### src/rtl/uart_prog_loader_if.sv
// Loader-side bundle: UART input, load control/status and the word-wide memory write port.
// master = the loader, slave = the CPU/memory side (or a bench).
interface uart_prog_loader_if #(
  parameter int ADDR_W = 14
);
  logic              rx;
  logic              start;
  logic              loading;
  logic              mem_we;
  logic [ADDR_W-1:0] mem_addr;
  logic [31:0]       mem_wdata;
  logic              done;
  logic              frame_err;

  modport master (
    input  rx, start,
    output loading, mem_we, mem_addr, mem_wdata, done, frame_err
  );

  modport slave (
    output rx, start,
    input  loading, mem_we, mem_addr, mem_wdata, done, frame_err
  );
endinterface

### src/rtl/uart_prog_loader.sv
// Serial program loader: 8N1 UART receiver feeding a little-endian word assembler
// that streams words sequentially into instruction/data memory while holding the CPU off.
module uart_prog_loader #(
  parameter int CLKS_PER_BIT = 78,
  parameter int ADDR_W       = 14,
  parameter int TIMEOUT_CLKS = 10*CLKS_PER_BIT*4
) (
  input  logic                clock,
  input  logic                reset,
  uart_prog_loader_if.master  bus
);
  localparam int CNT_W = $clog2(CLKS_PER_BIT);
  localparam int TMR_W = $clog2(TIMEOUT_CLKS+1);
  localparam logic [CNT_W-1:0] HALF_CNT = CNT_W'(CLKS_PER_BIT/2-1);
  localparam logic [CNT_W-1:0] FULL_CNT = CNT_W'(CLKS_PER_BIT-1);
  localparam logic [TMR_W-1:0] TMO_CNT  = TMR_W'(TIMEOUT_CLKS);

  localparam logic [1:0] S_IDLE  = 2'd0;
  localparam logic [1:0] S_START = 2'd1;
  localparam logic [1:0] S_DATA  = 2'd2;
  localparam logic [1:0] S_STOP  = 2'd3;

  // ---------------- receiver ----------------
  logic             rx_meta, rx_s;
  logic [1:0]       state;
  logic [CNT_W-1:0] cnt;
  logic [2:0]       bit_idx;
  logic [7:0]       rx_byte;
  logic             byte_valid, stop_bad;
  logic             enter_start;

  assign enter_start = (state == S_IDLE) && !rx_s;

  always_ff @(posedge clock or posedge reset) begin
    if (reset) begin
      rx_meta <= 1'b1;
      rx_s    <= 1'b1;
    end else begin
      rx_meta <= bus.rx;
      rx_s    <= rx_meta;
    end
  end

  always_ff @(posedge clock or posedge reset) begin
    if (reset) begin
      state      <= S_IDLE;
      cnt        <= '0;
      bit_idx    <= '0;
      rx_byte    <= '0;
      byte_valid <= 1'b0;
      stop_bad   <= 1'b0;
    end else begin
      byte_valid <= 1'b0;
      stop_bad   <= 1'b0;
      case (state)
        S_IDLE: if (!rx_s) begin
          state <= S_START;
          cnt   <= '0;
        end
        // mid-start-bit recheck rejects glitches shorter than half a bit
        S_START: if (cnt == HALF_CNT) begin
          cnt     <= '0;
          bit_idx <= '0;
          state   <= rx_s ? S_IDLE : S_DATA;
        end else cnt <= cnt + 1'b1;
        S_DATA: if (cnt == FULL_CNT) begin
          cnt     <= '0;
          rx_byte <= {rx_s, rx_byte[7:1]};
          bit_idx <= bit_idx + 3'd1;
          if (bit_idx == 3'd7) state <= S_STOP;
        end else cnt <= cnt + 1'b1;
        default: if (cnt == FULL_CNT) begin
          cnt        <= '0;
          state      <= S_IDLE;
          byte_valid <= rx_s;
          stop_bad   <= !rx_s;
        end else cnt <= cnt + 1'b1;
      endcase
    end
  end

  // ---------------- loader ----------------
  logic              loading, mem_we, done, frame_err, armed;
  logic [ADDR_W-1:0] mem_addr, word_cnt;
  logic [31:0]       mem_wdata;
  logic [2:0][7:0]   lane_buf;
  logic [1:0]        lane;
  logic [TMR_W-1:0]  timer;
  logic              end_full, end_tmo;

  assign end_full = mem_we && (&mem_addr);
  assign end_tmo  = armed && (timer == TMO_CNT);

  always_ff @(posedge clock or posedge reset) begin
    if (reset) begin
      loading   <= 1'b0;
      mem_we    <= 1'b0;
      mem_addr  <= '0;
      mem_wdata <= '0;
      done      <= 1'b0;
      frame_err <= 1'b0;
      armed     <= 1'b0;
      word_cnt  <= '0;
      lane_buf  <= '0;
      lane      <= '0;
      timer     <= '0;
    end else begin
      mem_we <= 1'b0;
      if (loading) begin
        if (end_full || end_tmo) begin
          loading <= 1'b0;
          done    <= 1'b1;
        end else begin
          if (byte_valid) begin
            armed <= 1'b1;
            lane  <= lane + 2'd1;
            if (lane == 2'd3) begin
              mem_we    <= 1'b1;
              mem_addr  <= word_cnt;
              mem_wdata <= {rx_byte, lane_buf[2], lane_buf[1], lane_buf[0]};
              word_cnt  <= word_cnt + 1'b1;
            end else lane_buf[lane] <= rx_byte;
          end
          // timeout measured from the start edge of the most recent byte
          if (enter_start)                    timer <= '0;
          else if (armed && timer != TMO_CNT) timer <= timer + 1'b1;
        end
      end else if (bus.start) begin
        loading   <= 1'b1;
        done      <= 1'b0;
        frame_err <= 1'b0;
        armed     <= 1'b0;
        word_cnt  <= '0;
        lane      <= '0;
        timer     <= '0;
      end
      if (stop_bad) frame_err <= 1'b1;
    end
  end

  assign bus.loading   = loading;
  assign bus.mem_we    = mem_we;
  assign bus.mem_addr  = mem_addr;
  assign bus.mem_wdata = mem_wdata;
  assign bus.done      = done;
  assign bus.frame_err = frame_err;
endmodule

### src/flat_wrapper.sv
// flat-port wrapper written by rule: the top's interface ports become plain ports
module uart_prog_loader_flat 
#(
  parameter int CLKS_PER_BIT = 78,
  parameter int ADDR_W       = 14,
  parameter int TIMEOUT_CLKS = 10*CLKS_PER_BIT*4
)
  (clock, reset, bus_rx, bus_start, bus_loading, bus_mem_we, bus_mem_addr, bus_mem_wdata, bus_done, bus_frame_err);
  uart_prog_loader_if #(.ADDR_W(ADDR_W)) bus_i ();
  input  logic clock;
  input  logic reset;
  input wire logic [$bits(bus_i.rx)-1:0] bus_rx;
  input wire logic [$bits(bus_i.start)-1:0] bus_start;
  output wire logic [$bits(bus_i.loading)-1:0] bus_loading;
  output wire logic [$bits(bus_i.mem_we)-1:0] bus_mem_we;
  output wire logic [$bits(bus_i.mem_addr)-1:0] bus_mem_addr;
  output wire logic [$bits(bus_i.mem_wdata)-1:0] bus_mem_wdata;
  output wire logic [$bits(bus_i.done)-1:0] bus_done;
  output wire logic [$bits(bus_i.frame_err)-1:0] bus_frame_err;
  assign bus_i.rx = bus_rx;
  assign bus_i.start = bus_start;
  assign bus_loading = bus_i.loading;
  assign bus_mem_we = bus_i.mem_we;
  assign bus_mem_addr = bus_i.mem_addr;
  assign bus_mem_wdata = bus_i.mem_wdata;
  assign bus_done = bus_i.done;
  assign bus_frame_err = bus_i.frame_err;
  uart_prog_loader #(.CLKS_PER_BIT(CLKS_PER_BIT), .ADDR_W(ADDR_W), .TIMEOUT_CLKS(TIMEOUT_CLKS)) u_core (.clock(clock), .reset(reset), .bus(bus_i));
endmodule
### config.mk
export PLATFORM = sky130hd
export DESIGN_NAME = uart_prog_loader_flat
export DESIGN_NICKNAME = d
export VERILOG_FILES = /design/src/rtl/uart_prog_loader_if.sv /design/src/rtl/uart_prog_loader.sv /design/src/flat_wrapper.sv
export SDC_FILE = /design/constraint.sdc
export NUM_CORES = 1
export LEC_CHECK = 0
export ABC_AREA = 1
export CAP_MARGIN = 0
export CORE_ASPECT_RATIO = 0.7
export CORE_MARGIN = 5
export CORE_UTILIZATION = 52
export CTS_CLUSTER_DIAMETER = 200
export DETAILED_ROUTE_END_ITERATION = 10
export PLACE_DENSITY = 0.88
export SYNTH_ARGS = -nofsm -noshare
export SYNTH_HDL_FRONTEND = slang
export SYNTH_SLANG_ARGS = --single-unit
### constraint.sdc
create_clock -name clock -period 4.02 [get_ports clock]
set_input_delay 0.804 -clock clock [delete_from_list [all_inputs] [get_ports clock]]
set_output_delay 0.804 -clock clock [all_outputs]
set_load 0.05 [all_outputs]
---- Yosys cells after proc, flatten, opt, wreduce, memory -nomap -nowiden ----
Cells that the tools add are included.
storage, ports and cells
  register bits after elaboration ......... 127
  word-level logic and storage cells ...... 122
  input bits .............................. 4
  output and inout port bits .............. 50
cells by class
  reductions and logical operators ........ 24
  bitwise gates (word level) .............. 2
  eq/ne operators ......................... 18
  order comparisons ....................... 2
  add/sub/neg operators ................... 5
  multiplexer cells ....................... 50
operators by type and width
  operator               number
  $mux 14                5
  $mux 12                5
  $bwmux 24              1
  $mux 7                 3
  $mux 2                 10
  $mux 1                 19
  $demux 8 s2            1
  $add 14x1->14 const B  1
  $pmux 7 s2             1
  $reduce_and 14->1      1
  $add 12x1->12 const B  1
  $eq 12x12->1 const B   1
  $ne 12x12->1 const B   1
  $reduce_and 4->1       3
  $ne 2x1->1 const B     5
  $reduce_and 3->1       3
  $mux 8                 1
  $ne 2x2->1 const B     4
  $add 7x1->7 const B    1
  $eq 7x6->1 const B     1
  $eq 7x7->1 const B     1
  $mux 3                 2
  $pmux 2 s3             1
  $pmux 3 s2             1
  other kinds (18)       28

---- Longest topological paths before layout ----
  depth after elaboration ................. 6
  mapped depth ............................ 13
  depth with buffers taken out ............ 12

---- Worst setup path before layout ----
OpenSTA, ideal clock, no wires.
  kind .................................... register -> register
  start ................................... register u_core.loading, in the netlist u_core.bus.loading
  end ..................................... register u_core.timer[8]
  arrival time ............................ 1.561 ns
  data required time ...................... 3.903 ns
  setup time .............................. 0.117 ns
  setup slack ............................. 2.343 ns
  period minus slack after synthesis ...... 1.677 ns
  path buffers ............................ 2
  stages on the path, launching flop included .. 8
  path through ............................ dfrtp_1 > buf_2 > nand2_1 > inv_1 > nand2_1 > buf_2 > nand3_1 > nand2_1
on the way
  longest elaborated chain between the ends .. 2
  elaborated cells between the ends (all ways) .. 5
  classes of those cells .................. eq/ne (2); mux (1); reduce/logical (2)
ends and longest elaborated chain
  element                                       RTL line                 RTL
  start: declaration                            uart_prog_loader.sv:83   logic loading, mem_we, done, frame_err, armed;
  start signal: assignment                      uart_prog_loader.sv:96   loading <= 1'b0;
  start signal: assignment                      uart_prog_loader.sv:111  loading <= 1'b0;
  start signal: assignment                      uart_prog_loader.sv:129  loading <= 1'b1;
  $ne 3x2->1 (no line) (tied with other cells)  --
  $reduce_and 3->1 (no line)                    --
  end signal: assignment                        uart_prog_loader.sv:126  else if (armed && timer != TMO_CNT) timer <= timer + 1'b1;
  end: declaration                              uart_prog_loader.sv:88   logic [TMR_W-1:0] timer;
Several ways; a longest one is shown, not always the timed one.
A chain may end at the register's enable or synchronous reset.

---- Worst setup path after layout ----
  start ................................... register u_core.loading, in the netlist u_core.bus.loading
  end ..................................... output bus_loading
RTL lines
  element           RTL line            RTL
  end: declaration  flat_wrapper.sv:14  output wire logic [$bits(bus_i.loading)-1:0] bus_loading;
No word-level cell between the ends.

==> impl_metrics.csv <==
group,metric,value,unit
power_and_ir_drop,swShare,26.90,%
die,coreArea,11130,sq um
clocking,clkTransAtPathRegs,0.06,ns
clocking,root_buffer,"clkbuf_16",
sta,slew_viol_final,0,
sta,relSlewSlack,47.04,%
power_and_ir_drop,pwr-share-clk,46.9,%
worst_setup_path,worst-path-buf-inv,1,
yosys,async_reset_ff_share,100.0,%
worst_setup_path,path_delay_family,"buffers and inverters",
yosys,ys_seq_elements,127,
cells_and_area,diodes,0,
die,die_height,99.72,microns
worst_setup_path,path_cells,"clkdlybuf4s50_1",
power_and_ir_drop,p_leak,3.617,nW
sta,final-setup-viol-count,0,
route,via_per_inst,5.368,
sta,finalHoldViolCount,0,
clocking,worstSkewPairLatency,0.42,ns
status,outcome,"completed",
sta,fin_setup_tns,0,ns
worst_setup_path,cpMaxStageDelayCell,"clkdlybuf4s50_1",
cells_and_area,layout.nets,809,
yosys,synth_edf_count,0,
placed_design,hpwl,8945,microns
cells_and_area,final_cell_count_no_fill,955,
sta,layout_setup_ws,1.119,ns
route,vias,5126,
sta,timing.fmax,344.8,MHz
route,antenna_left,0,
sta,rsz0062_at_grt,"no",
placed_design,portBuffers,53,
yosys,yosysTopAreaCell,"dfrtp_1",
die,io_pins,54,
yosys,yosysTopAreaCellShare,52.31,%
global_routing,grt_pass1_vias,4808,
yosys,ys.flop_type,"dfrtp_1",
cells_and_area,syn_to_final_growth,20.44,%
yosys,synth_fp_nets,758,
route,wl_per_cell,14.77,microns
worst_setup_path,end_kind,"output pin",
placed_design,gp_congestion,0.9025,
die,num_rows,32,
route,wl,14110,microns
clocking,cts_tree,"built",
global_routing,gr-total-overflow,0,
clocking,cts_resized,0,
power_and_ir_drop,pwr-share-comb,12.4,%
clocking,cts_inserted_buffers,17,
worst_setup_path,critPathLaunchType,"flop",
clocking,cts_sinks,127,
die,die_w,138.2,microns
sta,period_minus_slack,2.901,ns
clocking,htreeDepth,4,
power_and_ir_drop,vdd_drop_max,0.3425,mV
sta,period_share,72.16,%
route,drc,0,
route,drt_iter0_markers,558,
sta,worst_pin_slew,0.7927,ns
worst_setup_path,arrival,2.10,ns
route,drtPass1Iterations,6,
min_path,holdCritPathClass,"flop to flop",
yosys,syn_area,5979,sq um
job,drv_cap,0,
global_routing,grtUsageTotal,21.20,%
sta,whs,0.3570,ns
yosys,synth_cell_types,31,
yosys,syn-instance-count,738,
power_and_ir_drop,power_switching,0.9290,mW
global_routing,antenna_found_initial,0,
yosys,ys.warnings.count,0,
power_and_ir_drop,seq_power_share,40.7,%
worst_setup_path,cp_max_fo,18,
yosys,synth.area.top_cells,"dfrtp_1 52%, nand2_1 17%, nand3_1 6.4%",
power_and_ir_drop,finalPower,3.453,mW
placed_design,post-place-ws,1.537,ns
sta,finalClockSkew,0.007841,ns
cells_and_area,drive_above_1_share,6.234,%
worst_setup_path,critPathKind,"flop to output pin",
power_and_ir_drop,power.density,479.5,nW/um^2
yosys,yosysSeqAreaShare,53.19,%
die,start_util,53.72,%
global_routing,grt_max_degree,68,
die,die_area,13780,sq um
placed_design,placed_cells,923,
global_routing,grt_pass1_wl,23830,microns
worst_setup_path,max_stage_delay,0.98,ns
worst_setup_path,required,3.22,ns
power_and_ir_drop,internal_power,2.524,mW
clocking,cts_buffer_depth,2,
clocking,cts_hold_buf,0,
yosys,syn_area_per_cell,8.102,sq um
clocking,postCtsSetupRepairBufs,0,
power groups by stage:
stage               sequential [mW]  combinational [mW]  clock [mW]
floorplan                      1.41               0.328           0
global placement               1.42               0.401           0
detailed placement             1.42               0.417           0
CTS                            1.40               0.426        1.62
global route                   1.41               0.505        1.69
finish                         1.40               0.429        1.62
cell usage after synthesis (3+ instances only):
master / n
nand3_1: 76
buf_4: 10
dfrtp_1: 125
o21ai_0: 40
a21oi_1: 14
o21ai_1: 9
ha_1: 16
buf_2: 5
nor2_1: 51
inv_1: 63
inv_2: 3
nand2_1: 275
nor3_1: 9
buf_6: 3
clkbuf_1: 6
nand4_1: 9
nand2_2: 4
registers in the layout, indices dropped and copies added, names as in the netlist:
register              flops
u_core.bus.mem_addr      14
u_core.bus.mem_wdata     32
u_core.lane               2
u_core.rx_s               1
u_core.rx_meta            1
u_core.rx_byte            8
u_core.bus.mem_we         1
u_core.timer             12
u_core.stop_bad           1
u_core.bus.frame_err      1
u_core.word_cnt          14
u_core.bit_idx            3
u_core.cnt                7
u_core.bus.done           1
u_core.lane_buf          24
u_core.state              2
u_core.armed              1
u_core.byte_valid         1
u_core.bus.loading        1
placed cells by master (no fill, tap or decap), types with 3 or more instances in the layout:
cell / Yosys / layout
a21oi_1: 14 / 14
dfrtp_1: 125 / 125
clkdlybuf4s50_1: 0 / 53
nand3_1: 76 / 76
ha_1: 16 / 16
inv_1: 63 / 62
nand2_2: 4 / 4
clkinvlp_4: 0 / 3
nor3_1: 9 / 9
nor2_1: 51 / 51
bufinv_16: 0 / 4
clkinv_2: 0 / 3
clkbuf_16: 0 / 17
nand4_1: 9 / 9
inv_6: 0 / 3
inv_2: 3 / 3
nand2_1: 275 / 275
o21ai_1: 9 / 9
o21ai_0: 40 / 40
stage by stage:
| stage | utilization (%) | instance area, sq um |
|---|---|---|
| after global routing | 64.70 | 7202 |
| final | 64.70 | 7202 |
| after global placement | 59.15 | 6584 |
| after CTS | 64.70 | 7202 |
| after detailed placement | 59.15 | 6584 |
| after floorplan | - | 5983 |
cells by family (layout without fill, tap and decap cells):
family / count (synthesis) / after routing / share of synthesized area [%]
AOI/OAI and AO/OA: 67 / 67 / 5.754
xor gates and xnor gates: 3 / 3 / 0.4395
adders and majority gates: 16 / 16 / 3.348
buffers and inverters: 90 / 154 / 6.759
DFF: 127 / 127 / 53.19
and+or+nand+nor: 435 / 435 / 30.51
metal layers:
metal / vias up / share of wire, % / track usage, %
met1: 2428 / 46 / 30.55
met2: 207 / 45 / 31.26
met5: - / 0 / 0
li1: 2468 / - / -
met3: 23 / 8.0 / 5.334
met4: 0 / 1.6 / 7.821
cell type report:
class,instances,area (sq um)
fillers,898,3929
flip-flops and latches,127,3181
multi-input cells,521,2395
repair buffers,56,565.5
clock buffers,19,432.9
inverters,66,251.5
well taps,153,191.4
clock inverters,13,185.2
worst paths after layout:
kind                               startpoint             endpoint  slack (ns)  depth (start not counted)
hold reg to reg                u_core.rx_meta          u_core.rx_s        0.36                          0
setup / recovery           u_core.bus.loading          bus_loading        1.12                          1
min in group asynchronous               reset      u_core.timer[0]        0.88                          2
hold / removal                 u_core.rx_meta          u_core.rx_s        0.36                          0
max in group asynchronous               reset   u_core.lane_buf[5]        2.36                          3
setup reg to reg              u_core.timer[0]  u_core.word_cnt[13]        1.43                          9
(Power assumes the default switching activity.)
